<file path="config.mk">
export PLATFORM = sky130hd
export DESIGN_NAME = pulse_wave_gen
export DESIGN_NICKNAME = d
export VERILOG_FILES = /design/src/rtl/pulse_wave_gen.sv
export SDC_FILE = /design/constraint.sdc
export NUM_CORES = 1
export LEC_CHECK = 0
export ABC_AREA = 0
export CAP_MARGIN = 40
export CORE_AREA = 2 2 68 70
export DETAILED_ROUTE_END_ITERATION = 10
export DIE_AREA = 0 0 70 72
export GPL_ROUTABILITY_DRIVEN = 0
export MAX_ROUTING_LAYER = met4
export PLACE_DENSITY = 0.62
export SETUP_SLACK_MARGIN = 0.3
export SLEW_MARGIN = 20
export SYNTH_ARGS = -nofsm -noshare
export SYNTH_HDL_FRONTEND = slang
export SYNTH_SLANG_ARGS = --single-unit
export TNS_END_PERCENT = 5
</file>
<file path="constraint.sdc">
create_clock -name clk -period 3.7 [get_ports clk]
set_input_delay 0.37 -clock clk [delete_from_list [all_inputs] [get_ports clk]]
set_output_delay 0.37 -clock clk [all_outputs]
set_load 0.02 [all_outputs]
</file>
<file path="src/rtl/pulse_wave_gen.sv">
// Programmable square-wave generator: 2^D steps per period, duty and amplitude latched per period.
// Optional period marker enabled by macro PULSE_WAVE_GEN_PERIOD_MARK_EN (period_start tied 0 otherwise).
module pulse_wave_gen #(
   parameter int unsigned resolution_bits = 8,
   parameter int unsigned counter_width   = 8,
   parameter int unsigned duty_bits       = 4
) (
   input  logic                       clk,
   input  logic                       reset,
   input  logic                       enable,
   input  logic [counter_width-1:0]   frequency_control,
   input  logic [duty_bits-1:0]       duty_control,
   input  logic [resolution_bits-1:0] amplitude,
   output logic [resolution_bits-1:0] square_out,
   output logic                       period_start
);

   localparam int unsigned RW = resolution_bits;
   localparam int unsigned CW = counter_width;
   localparam int unsigned DW = duty_bits;

   localparam logic [RW-1:0] MID      = {1'b1, {(RW-1){1'b0}}};
   localparam logic [DW-1:0] STEP_MAX = '1;

   localparam logic [0:0] ST_IDLE = 1'b0;
   localparam logic [0:0] ST_RUN  = 1'b1;

   logic [0:0]    state_q,    state_d;
   logic [CW-1:0] cnt_q,      cnt_d;
   logic [DW-1:0] step_q,     step_d;
   logic [CW-1:0] freq_lat_q, freq_lat_d;
   logic [DW-1:0] duty_lat_q, duty_lat_d;
   logic [RW-1:0] amp_lat_q,  amp_lat_d;
   logic [RW-1:0] square_q,   square_d;
   logic          load_c;
   logic          run_c;

   // Half the swing above or below mid-scale; amp >> 1 keeps both within range.
   function automatic logic [RW-1:0] level(input logic hi, input logic [RW-1:0] amp);
      logic [RW-1:0] half;
      half = amp >> 1;
      return hi ? (MID + half) : (MID - half);
   endfunction

   assign run_c = !reset && enable;

   // Next-state: idle/reset/disable all park the counters and track the inputs.
   always_comb begin
      state_d    = state_q;
      cnt_d      = cnt_q;
      step_d     = step_q;
      freq_lat_d = freq_lat_q;
      duty_lat_d = duty_lat_q;
      amp_lat_d  = amp_lat_q;
      load_c     = 1'b0;

      if (!run_c || state_q == ST_IDLE) begin
         state_d = run_c ? ST_RUN : ST_IDLE;
         cnt_d   = '0;
         step_d  = '0;
         load_c  = 1'b1;
      end else if (cnt_q == freq_lat_q) begin
         cnt_d  = '0;
         step_d = step_q + DW'(1);
         load_c = (step_q == STEP_MAX);
      end else begin
         cnt_d = cnt_q + CW'(1);
      end

      if (load_c) begin
         freq_lat_d = frequency_control;
         duty_lat_d = duty_control;
         amp_lat_d  = amplitude;
      end

      // Output uses next-state step and latches so it moves on the same edge as step.
      square_d = run_c ? level(step_d < duty_lat_d, amp_lat_d) : MID;
   end

   always_ff @(posedge clk) begin
      if (reset) begin
         state_q <= ST_IDLE;
         cnt_q   <= '0;
         step_q  <= '0;
      end else begin
         state_q <= state_d;
         cnt_q   <= cnt_d;
         step_q  <= step_d;
      end
      freq_lat_q <= freq_lat_d;
      duty_lat_q <= duty_lat_d;
      amp_lat_q  <= amp_lat_d;
      square_q   <= square_d;
   end

   assign square_out = square_q;

`ifdef PULSE_WAVE_GEN_PERIOD_MARK_EN
   logic period_start_q, period_start_d;

   // Marks the first clock of a period: idle exit or the last-step wrap edge.
   always_comb begin
      period_start_d = 1'b0;
      if (run_c && (state_q == ST_IDLE || (cnt_q == freq_lat_q && step_q == STEP_MAX)))
         period_start_d = 1'b1;
   end

   always_ff @(posedge clk) begin
      if (reset) period_start_q <= 1'b0;
      else       period_start_q <= period_start_d;
   end

   assign period_start = period_start_q;
`else
   assign period_start = 1'b0;
`endif

endmodule

</file>
# Yosys cells after proc, flatten, opt, wreduce, memory -nomap -nowiden
# Cells that the tools add are included.
[word_totals]
ff_bits = 41
latchBits = 0
ram_bits = 0
mem_bits_ro = 0
inputBits = 23
out_inout_bits = 9
n_memories = 0
[classes]
add_sub_neg = 4
multipliers = 0
div = 0
n_lt_le_gt_ge = 1
eq_ne = 2
shifts = 0
muxes = 8
bitwise_logic = 1
reduce_logical = 5
[ops]
columns = ["op", "count"]
rows = [
  ["2-to-1 mux 8 bit", 2],
  ["2-to-1 mux 4 bit", 3],
  ["adder 8 x 1 -> 8 bit (second input constant)", 1],
  ["adder 8 x 7 -> 8 bit (first input constant)", 1],
  ["equality test 8 bit", 1],
  ["subtractor 8 x 7 -> 8 bit (first input constant)", 1],
  ["adder 4 x 1 -> 4 bit (second input constant)", 1],
  ["equality test 4 bit (second input constant)", 1],
  ["< comparator 4 bit", 1],
  ["2-to-1 mux 1 bit", 3],
  ["OR reduction 3 bit", 1],
  ["zero test 1 bit", 2],
  ["logical AND 1 bit", 1],
  ["logical OR 1 bit", 1],
  ["NOT 1 bit", 1],
]

# Depth between registers and ports, before layout
[logic_depth]
depth_word = 8
ltp_mapped = 14
ltp_nobuf = 13

# Worst setup path after synthesis
# Ideal clock, no wire load.
[synth_path]
path_type = "reg-to-reg"
start = "reg freq_lat_q[2]"
end = "reg square_q[2] (netlist: square_out[2])"
setup_time_ns = 0.070
arrival_time_ns = 2.720
t_required_ns = 3.630
setup_slack_ns = 0.910
path_stages_with_launch = 13
path_buffers = 2
cell_sequence = "edfxtp_1 -> xnor2_1 -> nand4_1 -> o311a_1 -> buf_6 -> buf_4 -> mux2i_1 -> ha_1 -> nand3_1 -> a221o_1 -> o21a_1 -> or3_1 -> a21oi_1"
[synth_between]
elab_chain_cells = 6
word_cells_on_any_way = 11
[synth_rtl]
columns = ["element", "line", "rtl"]
rows = [
  ["start, declared", "31", "logic [CW-1:0] freq_lat_q, freq_lat_d;"],
  ["start signal, assigned", "90", "freq_lat_q <= freq_lat_d;"],
  ["equality test 8 bit *", "62", "end else if (cnt_q == freq_lat_q) begin"],
  ["2-to-1 mux 1 bit", "62", ""],
  ["2-to-1 mux 1 bit", "57", "if (!run_c || state_q == ST_IDLE) begin"],
  ["2-to-1 mux 8 bit / 2-to-1 mux 4 bit (equally long branches)", "70", "if (load_c) begin"],
  ["subtractor 8 x 7 -> 8 bit, or another cell as far along", "42", "return hi ? (MID + half) : (MID - half);"],
  ["2-to-1 mux 8 bit *", "42", ""],
  ["end signal, assigned", "93", "square_q <= square_d;"],
  ["end, declared", "34", "logic [RW-1:0] square_q, square_d;"],
]
# Mark *: on every way between the ends. The rest lies on a longest branch, timed or not.
# A chain may end at the register's enable or synchronous reset.

# Worst setup path in the final report
[layout_path]
start = "reg cnt_q[0]"
end = "reg square_q[2] (netlist: square_out[2])"
[layout_between]
word_cells_on_any_way = 11
[layout_lines]
columns = ["element", "line", "rtl"]
rows = [
  ["start, declared", "29", "logic [CW-1:0] cnt_q, cnt_d;"],
  ["start signal, assigned", "87", "cnt_q <= cnt_d;"],
  ["equality test 8 bit", "62", ""],
  ["2-to-1 mux 4 bit", "62", ""],
  ["2-to-1 mux 4 bit", "57", ""],
  ["via step_d[3]", "30", "logic [DW-1:0] step_q, step_d;"],
  ["< comparator 4 bit", "77", "square_d = run_c ? level(step_d < duty_lat_d, amp_lat_d) : MID;"],
  ["2-to-1 mux 8 bit", "42", ""],
]
# The timed path passes the listed nets, and every way through them passes these cells.

==> flow_summary.json <==
{
  "synth_cell_types": 37,
  "setup_tns_ps": 0,
  "cts_buffers": 5,
  "grt_max_degree": 14,
  "yosysTopAreaCell": "dfxtp_1",
  "netlist.area_leader.share_pct": 36.5,
  "max_cap_viol_count": 0,
  "cp_top_family": "simple AND/OR/NAND/NOR gates",
  "rsz0062_at_grt": "false",
  "final_util_pct": 51.0,
  "syn_to_final_growth_pct": 23.8,
  "synth-seq-area-share_pct": 50.2,
  "grt_overflow": 0,
  "netlist_instances": 174,
  "ios": 32,
  "core_area_um2": 4260,
  "synthesis.area_um2": 1760,
  "finalHoldViolCount": 0,
  "slowest_delay_ps": 450,
  "drc": 0,
  "fin_crit_ps": 3090,
  "syn_area_per_cell_um2": 10.1,
  "synth-seq-cells": 40,
  "clk_pin_slew_ps": 70,
  "num_antenna_cells": 0,
  "dr.pass1.iters": 4,
  "netlist_top_cells_count": "dfxtp_1, nor2_1, inv_1",
  "cts_root_buf": "clkbuf_8",
  "max_freq_ghz": 0.324,
  "critPathLaunchType": "flop",
  "vias": 1289,
  "end_kind": "flop",
  "hold_class": "reg -> reg",
  "cts_sinks": 40,
  "antenna_found_initial": 0,
  "worstSetupPathType": "reg -> reg",
  "highest_layer": "met4",
  "drive_above_1_share_pct": 8.17,
  "synth_ff_type": "dfxtp_1",
  "drt-initial-drc-count": 60,
  "design.die.area_um2": 5040,
  "wl_per_cell_um": 13.0,
  "fin_crit_sh_pct": 83.5,
  "post-cts-setup-buffers": 0,
  "grt_usage_pct": 14.7,
  "avgViaCountPerCell": 4.96,
  "powerDensity_nw_per_um2": 380,
  "grt_pass1_wl_um": 5600,
  "finalClockSkew_ps": 5.88,
  "postCtsHoldBufs": 0,
  "synthTopCellsByArea": "dfxtp_1, edfxtp_1, nor2_1",
  "worstPathArrival_ps": 3310,
  "dp_hpwl_um": 2520,
  "tritoncts": "done",
  "final_max_slew_viol_count": 0,
  "route.met3.wl_um": 158,
  "yosysMostFrequentCell": "dfxtp_1",
  "crit_fanout": 6,
  "vdd_drop_max_mv": 0.205,
  "wirelength_met1_um": 1500,
  "routed_wl_um": 3370,
  "required_ps": 3920,
  "cts_max_path_buffers": 2,
  "h-tree-depth": 2,
  "port_buffers": 29,
  "crit_slowest_cell": "dfxtp_1",
  "cts_resized": 0,
  "async_flop_share_pct": 0,
  "synth_nets": 203,
  "wl_met2_um": 1670,
  "grt_pass1_vias": 1246,
  "start_util_pct": 41.2,
  "rows": 24,
  "die_w_um": 70,
  "clk_latency_ps": 290,
  "die_height_um": 72,
  "setup_violations": 0,
  "crit_buf_inv": 0,
  "p_leak_nw": 0.841,
  "crit_top_cell": "nand4_1",
  "fin_nets": 236,
  "outcome": "complete, no violations",
  "yosysWarnings": 0,
  "synth_edf_count": 8,
  "ant_nets": 0,
  "crit_chain": "xnor2_1, nand4_1, nor2_2, nand4_1, xor2_1, nor2_1, ha_1, nand3_1, a221o_1, o21a_1, or3_1, a21oi_1"
}
report_power, final:
| part | leakage (nW) | internal [W] | switching (W) |
|---|---|---|---|
| Combinational | 0.454 | 0.0000455 | 0.0000371 |
| Sequential | 0.347 | 0.000463 | 0.00000834 |
| Clock | 0.0399 | 0.000131 | 0.000140 |
| Total | 0.841 | 0.000640 | 0.000186 |
worst paths after layout:
path / start / to / slack [ps] / cells after the start
worst max register to register: cnt_q[0] / square_out[2] / 610 / 12
worst min register to register: duty_lat_q[1] / duty_lat_q[1] / 470 / 2
worst min-delay path: duty_lat_q[1] / duty_lat_q[1] / 470 / 2
worst max-delay path: cnt_q[0] / square_out[2] / 610 / 12
cell type report:
class	instances	area [um^2]
flip-flops and latches	40	881
clock inverters	1	3.75
clock buffers	7	76.3
multi-input cells	116	793
inverters	13	48.8
fillers	407	2090
well taps	52	65.1
repair buffers	31	305
per-stage QoR:
stage          hold WS [ps]  power [W]  std cells  cell area [um^2]  setup WS [ps]
2_1_floorplan           434   0.000523        174              1760            910
3_3_place_gp            453   0.000561        252              2090            671
3_5_place_dp            459   0.000563        252              2090            560
4_1_cts                 476   0.000838        260              2170            510
5_1_grt                 499   0.000869        260              2170            382
6_report                469   0.000825        260              2170            611
kinds of logic after synthesis:
group	share of synthesized area, %
fa+ha+maj	4.28
buf+inv	4.77
flops	50.2
simple gates	16.5
xor+xnor	8.48
other cells	0.214
mux	7.98
compound gates	7.56
per-layer routing:
| metal | global-route usage [%] | up-vias |
|---|---|---|
| met2 | 24.4 | 29 |
| met1 | 16.5 | 595 |
| li1 | - | 660 |
| met5 | - | - |
| met4 | 6.41 | 0 |
| met3 | 4.58 | 5 |
worst min-delay path, cell delays in order, from the launching register on:
cell     delay [ps]
dfxtp_1         310
mux2i_1          80
inv_1            60
cell usage in the layout, fill, tap and decap left out, types with 5 or more instances in the layout:
cell / n
clkdlybuf4s50_1: 29
dfxtp_1: 32
xor2_1: 7
clkbuf_8: 5
inv_1: 13
nor2_1: 23
edfxtp_1: 8
nor3_1: 5
mux2i_1: 8
o21ai_0: 5
xnor2_1: 10
and3_1: 6
ha_1: 6
nand3_1: 11
registers in the layout, indices dropped and copies added, names as in the netlist:
name and flops:
square_out 8, amp_lat_q 7, duty_lat_q 4, step_q 4, cnt_q 8, freq_lat_q 8
state_q 1
(Power assumes the default switching activity.)
